File: src/rtl/bp_me_burst_arb.sv
// N-to-1 BedRock burst arbiter: round-robin header arbitration, grant held through the last
// data beat, sticky flag for messages longer than max_beats_p.
module bp_me_burst_arb #(
    parameter int num_src_p      = 2,
    parameter int header_width_p = 128,
    parameter int data_width_p   = 64,
    parameter int max_beats_p    = 8,
    localparam int lg_num_src_lp = (num_src_p > 1) ? $clog2(num_src_p) : 1
) (
    input  logic                              clk_i,
    input  logic                              reset_i,

    input  logic [num_src_p*header_width_p-1:0] src_header_i,
    input  logic [num_src_p-1:0]              src_header_has_data_i,
    input  logic [num_src_p-1:0]              src_header_v_i,
    output logic [num_src_p-1:0]              src_header_ready_and_o,
    input  logic [num_src_p*data_width_p-1:0] src_data_i,
    input  logic [num_src_p-1:0]              src_data_last_i,
    input  logic [num_src_p-1:0]              src_data_v_i,
    output logic [num_src_p-1:0]              src_data_ready_and_o,

    output logic [header_width_p-1:0]         header_o,
    output logic                              header_has_data_o,
    output logic                              header_v_o,
    input  logic                              header_ready_and_i,
    output logic [data_width_p-1:0]           data_o,
    output logic                              data_last_o,
    output logic                              data_v_o,
    input  logic                              data_ready_and_i,

    output logic [lg_num_src_lp-1:0]          src_id_o,
    output logic                              burst_error_o
);

    localparam int cnt_width_lp = $clog2(max_beats_p + 1);

    typedef enum logic [1:0] {e_idle, e_header, e_data} state_e;

    state_e                   state_r, state_n;
    logic [lg_num_src_lp-1:0] grant_r, grant_n;
    logic [lg_num_src_lp-1:0] last_r, last_n;
    logic [cnt_width_lp-1:0]  beat_cnt_r, beat_cnt_n;
    logic                     err_r, err_n;

    logic [lg_num_src_lp-1:0] pick, cand;
    logic                     pick_v;

    logic [header_width_p-1:0] src_header_arr [num_src_p];
    logic [data_width_p-1:0]   src_data_arr   [num_src_p];

    for (genvar g = 0; g < num_src_p; g++) begin : g_src
        assign src_header_arr[g] = src_header_i[g*header_width_p +: header_width_p];
        assign src_data_arr[g]   = src_data_i[g*data_width_p +: data_width_p];
    end

    assign header_o          = src_header_arr[grant_r];
    assign header_has_data_o = src_header_has_data_i[grant_r];
    assign data_o            = src_data_arr[grant_r];
    assign data_last_o       = src_data_last_i[grant_r];
    assign src_id_o          = grant_r;
    assign burst_error_o     = err_r;

    // Walk sources starting just after the last winner; first requester found wins.
    always_comb begin
        pick   = '0;
        pick_v = 1'b0;
        cand   = last_r;
        for (int i = 0; i < num_src_p; i++) begin
            cand = (cand == lg_num_src_lp'(num_src_p - 1)) ? '0 : cand + 1'b1;
            if (!pick_v && src_header_v_i[cand]) begin
                pick   = cand;
                pick_v = 1'b1;
            end
        end
    end

    always_comb begin
        state_n                = state_r;
        grant_n                = grant_r;
        last_n                 = last_r;
        beat_cnt_n             = beat_cnt_r;
        err_n                  = err_r;
        src_header_ready_and_o = '0;
        src_data_ready_and_o   = '0;
        header_v_o             = 1'b0;
        data_v_o               = 1'b0;

        unique case (state_r)
            e_idle: begin
                if (pick_v) begin
                    grant_n = pick;
                    state_n = e_header;
                end
            end
            e_header: begin
                header_v_o                      = src_header_v_i[grant_r];
                src_header_ready_and_o[grant_r] = header_ready_and_i;
                if (header_v_o && header_ready_and_i) begin
                    last_n     = grant_r;
                    beat_cnt_n = '0;
                    state_n    = header_has_data_o ? e_data : e_idle;
                end
            end
            e_data: begin
                data_v_o                      = src_data_v_i[grant_r];
                src_data_ready_and_o[grant_r] = data_ready_and_i;
                if (data_v_o && data_ready_and_i) begin
                    if (beat_cnt_r != cnt_width_lp'(max_beats_p)) begin
                        beat_cnt_n = beat_cnt_r + 1'b1;
                    end
                    // Reaching the last legal beat without last means the message overruns.
                    if (beat_cnt_r == cnt_width_lp'(max_beats_p - 1) && !data_last_o) begin
                        err_n = 1'b1;
                    end
                    if (data_last_o) begin
                        state_n = e_idle;
                    end
                end
            end
            default: state_n = e_idle;
        endcase
    end

    always_ff @(posedge clk_i) begin
        if (reset_i) begin
            state_r    <= e_idle;
            grant_r    <= '0;
            last_r     <= lg_num_src_lp'(num_src_p - 1);
            beat_cnt_r <= '0;
            err_r      <= 1'b0;
        end else begin
            state_r    <= state_n;
            grant_r    <= grant_n;
            last_r     <= last_n;
            beat_cnt_r <= beat_cnt_n;
            err_r      <= err_n;
        end
    end

endmodule
File: config.mk
export PLATFORM = sky130hd
export DESIGN_NAME = bp_me_burst_arb
export DESIGN_NICKNAME = d
export VERILOG_FILES = /design/src/rtl/bp_me_burst_arb.sv
export SDC_FILE = /design/constraint.sdc
export NUM_CORES = 1
export LEC_CHECK = 0
export ABC_CLOCK_PERIOD_IN_PS = 2400
export CAP_MARGIN = 20
export CORE_AREA = 2 2 234 236
export CTS_CLUSTER_SIZE = 20
export DETAILED_ROUTE_END_ITERATION = 16
export DIE_AREA = 0 0 236 238
export MAX_ROUTING_LAYER = met4
export PLACE_DENSITY = 0.43
export SLEW_MARGIN = 0
export SYNTH_ARGS = -nofsm -noshare
export SYNTH_HDL_FRONTEND = slang
export SYNTH_SLANG_ARGS = --single-unit
File: constraint.sdc
create_clock -name clk_i -period 2.4 [get_ports clk_i]
set_input_delay 0.36 -clock clk_i [delete_from_list [all_inputs] [get_ports clk_i]]
set_output_delay 0.36 -clock clk_i [all_outputs]
set_load 0.03 [all_outputs]
# Yosys cells after proc, flatten, opt, wreduce, memory -nomap -nowiden
# Index checks and enable logic that the tools add are counted.
# word_totals
out_inout_bits,202
latchBits,0
ramBits,0
inputBits,396
regBits,9
n_memories,0
word_cells,79
rom_bits,0
# op_classes
bitwise,3
n_shift,0
n_mul,0
muxes,40
div_mod_pow,0
eq_ne,9
reduce_logical,14
addsub,3
order_cmp,5
# op_table
op,n
128-bit 2-to-1 mux,3
64-bit 2-to-1 mux,3
1-bit 2-to-1 mux,21
2-bit 2-to-1 mux,7
4-bit 2-to-1 mux,3
"2-bit != test, second input constant",5
4-bit case mux with 2 select lines,1
4-bit AND reduction,2
"1-bit by 2-bit less-than comparator with 1-bit output, second input constant",3
2-bit case mux with 3 select lines,1
1-bit logical AND,5
"4-bit by 1-bit adder with 4-bit output, second input constant",1
2-bit bitwise AND,2
"4-bit by 3-bit equality test with 1-bit output, second input constant",1
"4-bit != test, second input constant",1
2-bit AND reduction,2
3-bit AND reduction,1
"1-bit adder, second input constant",2
"2-bit by 1-bit equality test with 1-bit output, second input constant",1
"2-bit equality test, second input constant",1
"2-bit >= comparator, second input constant",1
1-bit logical NOT,2
2-bit logical NOT,1
1-bit inverter with 2-bit output,1
other kinds (3),3

# Logic depth before layout (Yosys ltp)
# logic_depth
ltp_word,10
ltp_mapped,5
ltp_nobuf,5

# Worst setup path after synthesis
# OpenSTA, ideal clock, no wires.
# synth_timing
path_kind,reg-to-output
start,register grant_r (netlist: src_id_o)
end,output data_o[0]
stages_incl_launch_ff,5
n_path_buf,3
arrival_time_ns,1.546
slack_ns,0.494
required_time_ns,2.040
cell_sequence,dfxtp_1 -> buf_6 -> clkbuf_1 -> buf_2 -> mux2_2
# synth_between
elab_chain_cells,4
# synth_lines
element,line_no,rtl
"start, declared",40,"logic [lg_num_src_lp-1:0] grant_r, grant_n;"
"start signal, assigned",133,grant_r <= grant_n;
1-bit inverter with 2-bit output (not written as such),58,assign data_o = src_data_arr[grant_r];
64-bit 2-to-1 mux (not written as such) (3 in a row),58,
"end, declared",26,"output logic [data_width_p-1:0] data_o,"
# Every way passes these cells. The select of a mux whose other input is x is not followed.

# Final worst setup path
# layout_timing
start,register grant_r (netlist: src_id_o)
end,output data_o[29]
# Same word-level chain as after synthesis.

==> impl_metrics.py <==
metrics = {
    "global_routing": {
        "grt_antenna_before_repair": 19,
        "maximum_number_of_pins_on_one_net_before_global_route_repair": 31,
        "grt_pass1_wl_um": 45210,
        "grt_pass1_vias": 5325,
        "grt_overflow": 0,
        "globalRouteTotalUtil_pct": 12.22,
    },
    "sta": {
        "tns_ns": 0,
        "slew_violations": 0,
        "finalSetupViolCount": 0,
        "max_freq_ghz": 0.4312,
        "slew_headroom_pct": 70.87,
        "worst_pin_slew_ns": 0.4356,
        "fin_crit_ns": 2.319,
        "post-route-period-util_pct": 96.63,
        "fin_skew_ns": 0.0003106,
        "grt_setup_unrepaired": "no",
        "report.final.hold_viol_count": 0,
        "post_route_worst_setup_slack_ns": 0.08084,
    },
    "logic_synthesis": {
        "asyncSetResetFlopFracSynth_pct": 0,
        "yosys.cell_count.top_type": "sky130_fd_sc_hd__mux2_2",
        "synth.avg_cell_area_sq_um": 10.30,
        "post-synth-top-area-cell": "sky130_fd_sc_hd__mux2_2",
        "synth.top_cell.area_share_pct": 76.01,
        "synth_top_cells_by_area": "sky130_fd_sc_hd__mux2_2 (76%), sky130_fd_sc_hd__dfxtp_1 (6.3%), sky130_fd_sc_hd__buf_2 (3.7%)",
        "yosysUniqueCellTypes": 31,
        "yosys-top-cells-count": "sky130_fd_sc_hd__mux2_2 (194), sky130_fd_sc_hd__buf_2 (21), sky130_fd_sc_hd__dfxtp_1 (9)",
        "syn-num-nets": 677,
        "yosysWarnings": 0,
        "synth_enable_flop_cells": 0,
        "post_synthesis_sequential_area_ratio_pct": 6.269,
        "ys_ff_latch": 9,
        "synth_ff_type": "sky130_fd_sc_hd__dfxtp_1",
        "mappedNetlistArea_sq_um": 2874,
        "netlist_instances": 279,
    },
    "floorplanning": {
        "floorplan.core_area_sq_um": 53500,
        "die_y_um": 238,
        "die-area_sq_um": 56170,
        "floorplan.initialDensity_pct": 5.372,
        "die_width_um": 236,
        "core.rowCount": 85,
        "num_io_pins": 598,
    },
    "critical_path": {
        "cp_num_buf_inv": 3,
        "reg2reg_depth": 6,
        "worst-path-max-fanout": 26,
        "r2r-start": "src_id_o$_SDFFE_PP0P_",
        "worst_path_largest_cell_delay_ns": 0.59,
        "cpMaxStageDelayCell": "sky130_fd_sc_hd__clkdlybuf4s50_1",
        "worstSetupEndpointType": "output port",
        "critical_path_required_ns": 2.04,
        "setup.worst_path.start": "src_id_o$_SDFFE_PP0P_",
        "critical_path_depth": 4,
        "worstPathArrival_ns": 1.96,
        "worst-setup-path-type": "reg -> out",
        "cp_top_family": "buffers and inverters",
        "cp_cell_sequence": "buf_12 -> buf_4 -> mux2_2 -> clkdlybuf4s50_1",
        "launching_element_type_of_the_critical_path": "flip-flop",
    },
    "hold_path": {
        "number_of_cells_on_the_worst_hold_path": 2,
        "worst_hold_path_type": "reg -> reg",
        "hold_path_startpoint": "burst_error_o$_SDFFE_PP0P_",
    },
    "status": {
        "status": "finished, final reports clean",
    },
    "clock_tree": {
        "tritoncts": "yes",
        "clock_tree.root_cell": "sky130_fd_sc_hd__clkbuf_16",
        "cts-htree-levels": 1,
        "cts_num_sinks": 9,
        "cts_hold_repair.buffers": 0,
        "cts.path.max_buffers": 2,
        "cts.clk_slew.worst_paths_ns": 0.04,
        "total_clock_buffers_created_by_cts": 3,
        "post_cts_buffers": 0,
        "clock_latency_ns": 0.23,
    },
    "finish": {
        "final_net_count": 1276,
        "filler_cell_count": 5985,
        "syn2layout_area_growth_pct": 240.9,
        "finish.utilization_pct": 18.31,
        "post_route_cells_drive_above_1_share_pct": 34.89,
    },
    "route": {
        "route.detailed.vias_per_inst": 3.101,
        "wl_per_cell_um": 22.51,
        "drt_first_iter_violations": 93,
        "vias": 4893,
        "antenna_left": 0,
        "routed_wirelength_um": 35520,
        "drt-pass1-iter-count": 4,
        "drc": 0,
    },
    "placed_design": {
        "io_buffers": 597,
        "hpwl_um": 33210,
        "replace_congestion": 0.7983,
        "pre_cts_slack_ns": 0.1056,
    },
    "power_and_ir_drop": {
        "p_leak_nw": 3.849,
        "p_per_area_nw_per_um2": 301.8,
        "worst_ir_drop_vdd_v": 0.0002026,
    },
    "job": {
        "maxCapViolCount": 0,
    },
}
metal layers:
layer | GRT usage (%) | part of all wire, % | up-vias | wire [um]
met3 | 5.888 | 13 | 40 | 4543
met2 | 23.46 | 54 | 395 | 19170
li1 | - | - | 2259 | -
met4 | 1.679 | 1.3 | 0 | 478
met1 | 11.08 | 32 | 2199 | 11320
met5 | - | 0 | - | 0
worst paths after layout:
check,endpoint,slack [ns]
max,data_o[29],0.08
min,burst_error_o$_SDFFE_PP0P_,0.51
max reg2reg,state_r[1]$_SDFFE_PP0P_,0.77
min reg2reg,burst_error_o$_SDFFE_PP0P_,0.51
through the flow:
stage / hold WS (ns) / std cells / power [mW] / area, sq um
finish: 0.5054 / 1578 / 2.956 / 9797
global route: 0.5400 / 1575 / 3.126 / 9789
CTS: 0.5110 / 1573 / 3.045 / 9704
detailed placement: 0.4993 / 1569 / 2.757 / 9649
global placement: 0.4658 / 1569 / 2.762 / 9649
floorplan: 0.4732 / 279 / 1.286 / 2874
layout by cell type, fill, tap and decap left out, types with 3 or more instances in the layout:
cell / Yosys / layout
sky130_fd_sc_hd__nand2b_1: 3 / 3
sky130_fd_sc_hd__mux2_2: 194 / 194
sky130_fd_sc_hd__dlymetal6s2s_1: 0 / 32
sky130_fd_sc_hd__dlygate4sd2_1: 0 / 19
sky130_fd_sc_hd__mux2i_1: 3 / 3
sky130_fd_sc_hd__clkbuf_16: 0 / 3
sky130_fd_sc_hd__buf_12: 0 / 8
sky130_fd_sc_hd__inv_1: 5 / 5
sky130_fd_sc_hd__o31ai_1: 3 / 3
sky130_fd_sc_hd__diode_2: 0 / 5
sky130_fd_sc_hd__dfxtp_1: 9 / 8
sky130_fd_sc_hd__buf_4: 0 / 96
sky130_fd_sc_hd__a21oi_1: 4 / 4
sky130_fd_sc_hd__clkdlybuf4s50_1: 0 / 464
sky130_fd_sc_hd__and3b_1: 4 / 4
sky130_fd_sc_hd__and2_1: 3 / 3
cell families after synthesis:
family,count (synthesis),share of synthesized area (%)
compound gates,15,4.267
fa+ha+maj,2,0.8706
buf+inv,30,5.355
flops,9,6.269
mux,198,77.58
simple gates,25,5.659
worst reg2reg max path, cell delays in order (launching register included):
cell                      delay, ns
sky130_fd_sc_hd__dfxtp_4       0.37
sky130_fd_sc_hd__buf_12        0.18
sky130_fd_sc_hd__buf_4         0.19
sky130_fd_sc_hd__mux2i_1       0.38
sky130_fd_sc_hd__buf_4         0.20
sky130_fd_sc_hd__o31ai_1       0.08
sky130_fd_sc_hd__a21oi_1       0.15
final cells by class:
type,count,area (sq um),share of cell area (%)
sequential,9,183.9,1.877
tap,696,870.8,8.889
antenna,5,12.51,0.1277
clock buffer,4,78.83,0.8046
inverter,5,18.77,0.1916
multi-input combinational,240,2540,25.93
timing repair buffer,619,6092,62.18
where the power goes:
part | total (mW) | switching (mW) | internal [mW]
logic | 2.50 | 1.18 | 1.32
clock network | 0.288 | 0.0663 | 0.221
registers | 0.165 | 0.00908 | 0.156
total | 2.96 | 1.26 | 1.70
flip-flops by register name (all words and copies together) (netlist names):
signal,cells
beat_cnt_r,4
burst_error_o,1
last_r,1
src_id_o,1
state_r,2
what timing repair did:
item / 4_1_cts / 5_1_grt
hold endpoints to repair: 0 / 0
setup endpoints to repair: 19 / 32
cloned: 0 / 0
gates resized for setup: 19 / 32
(Power assumes the default switching activity.)
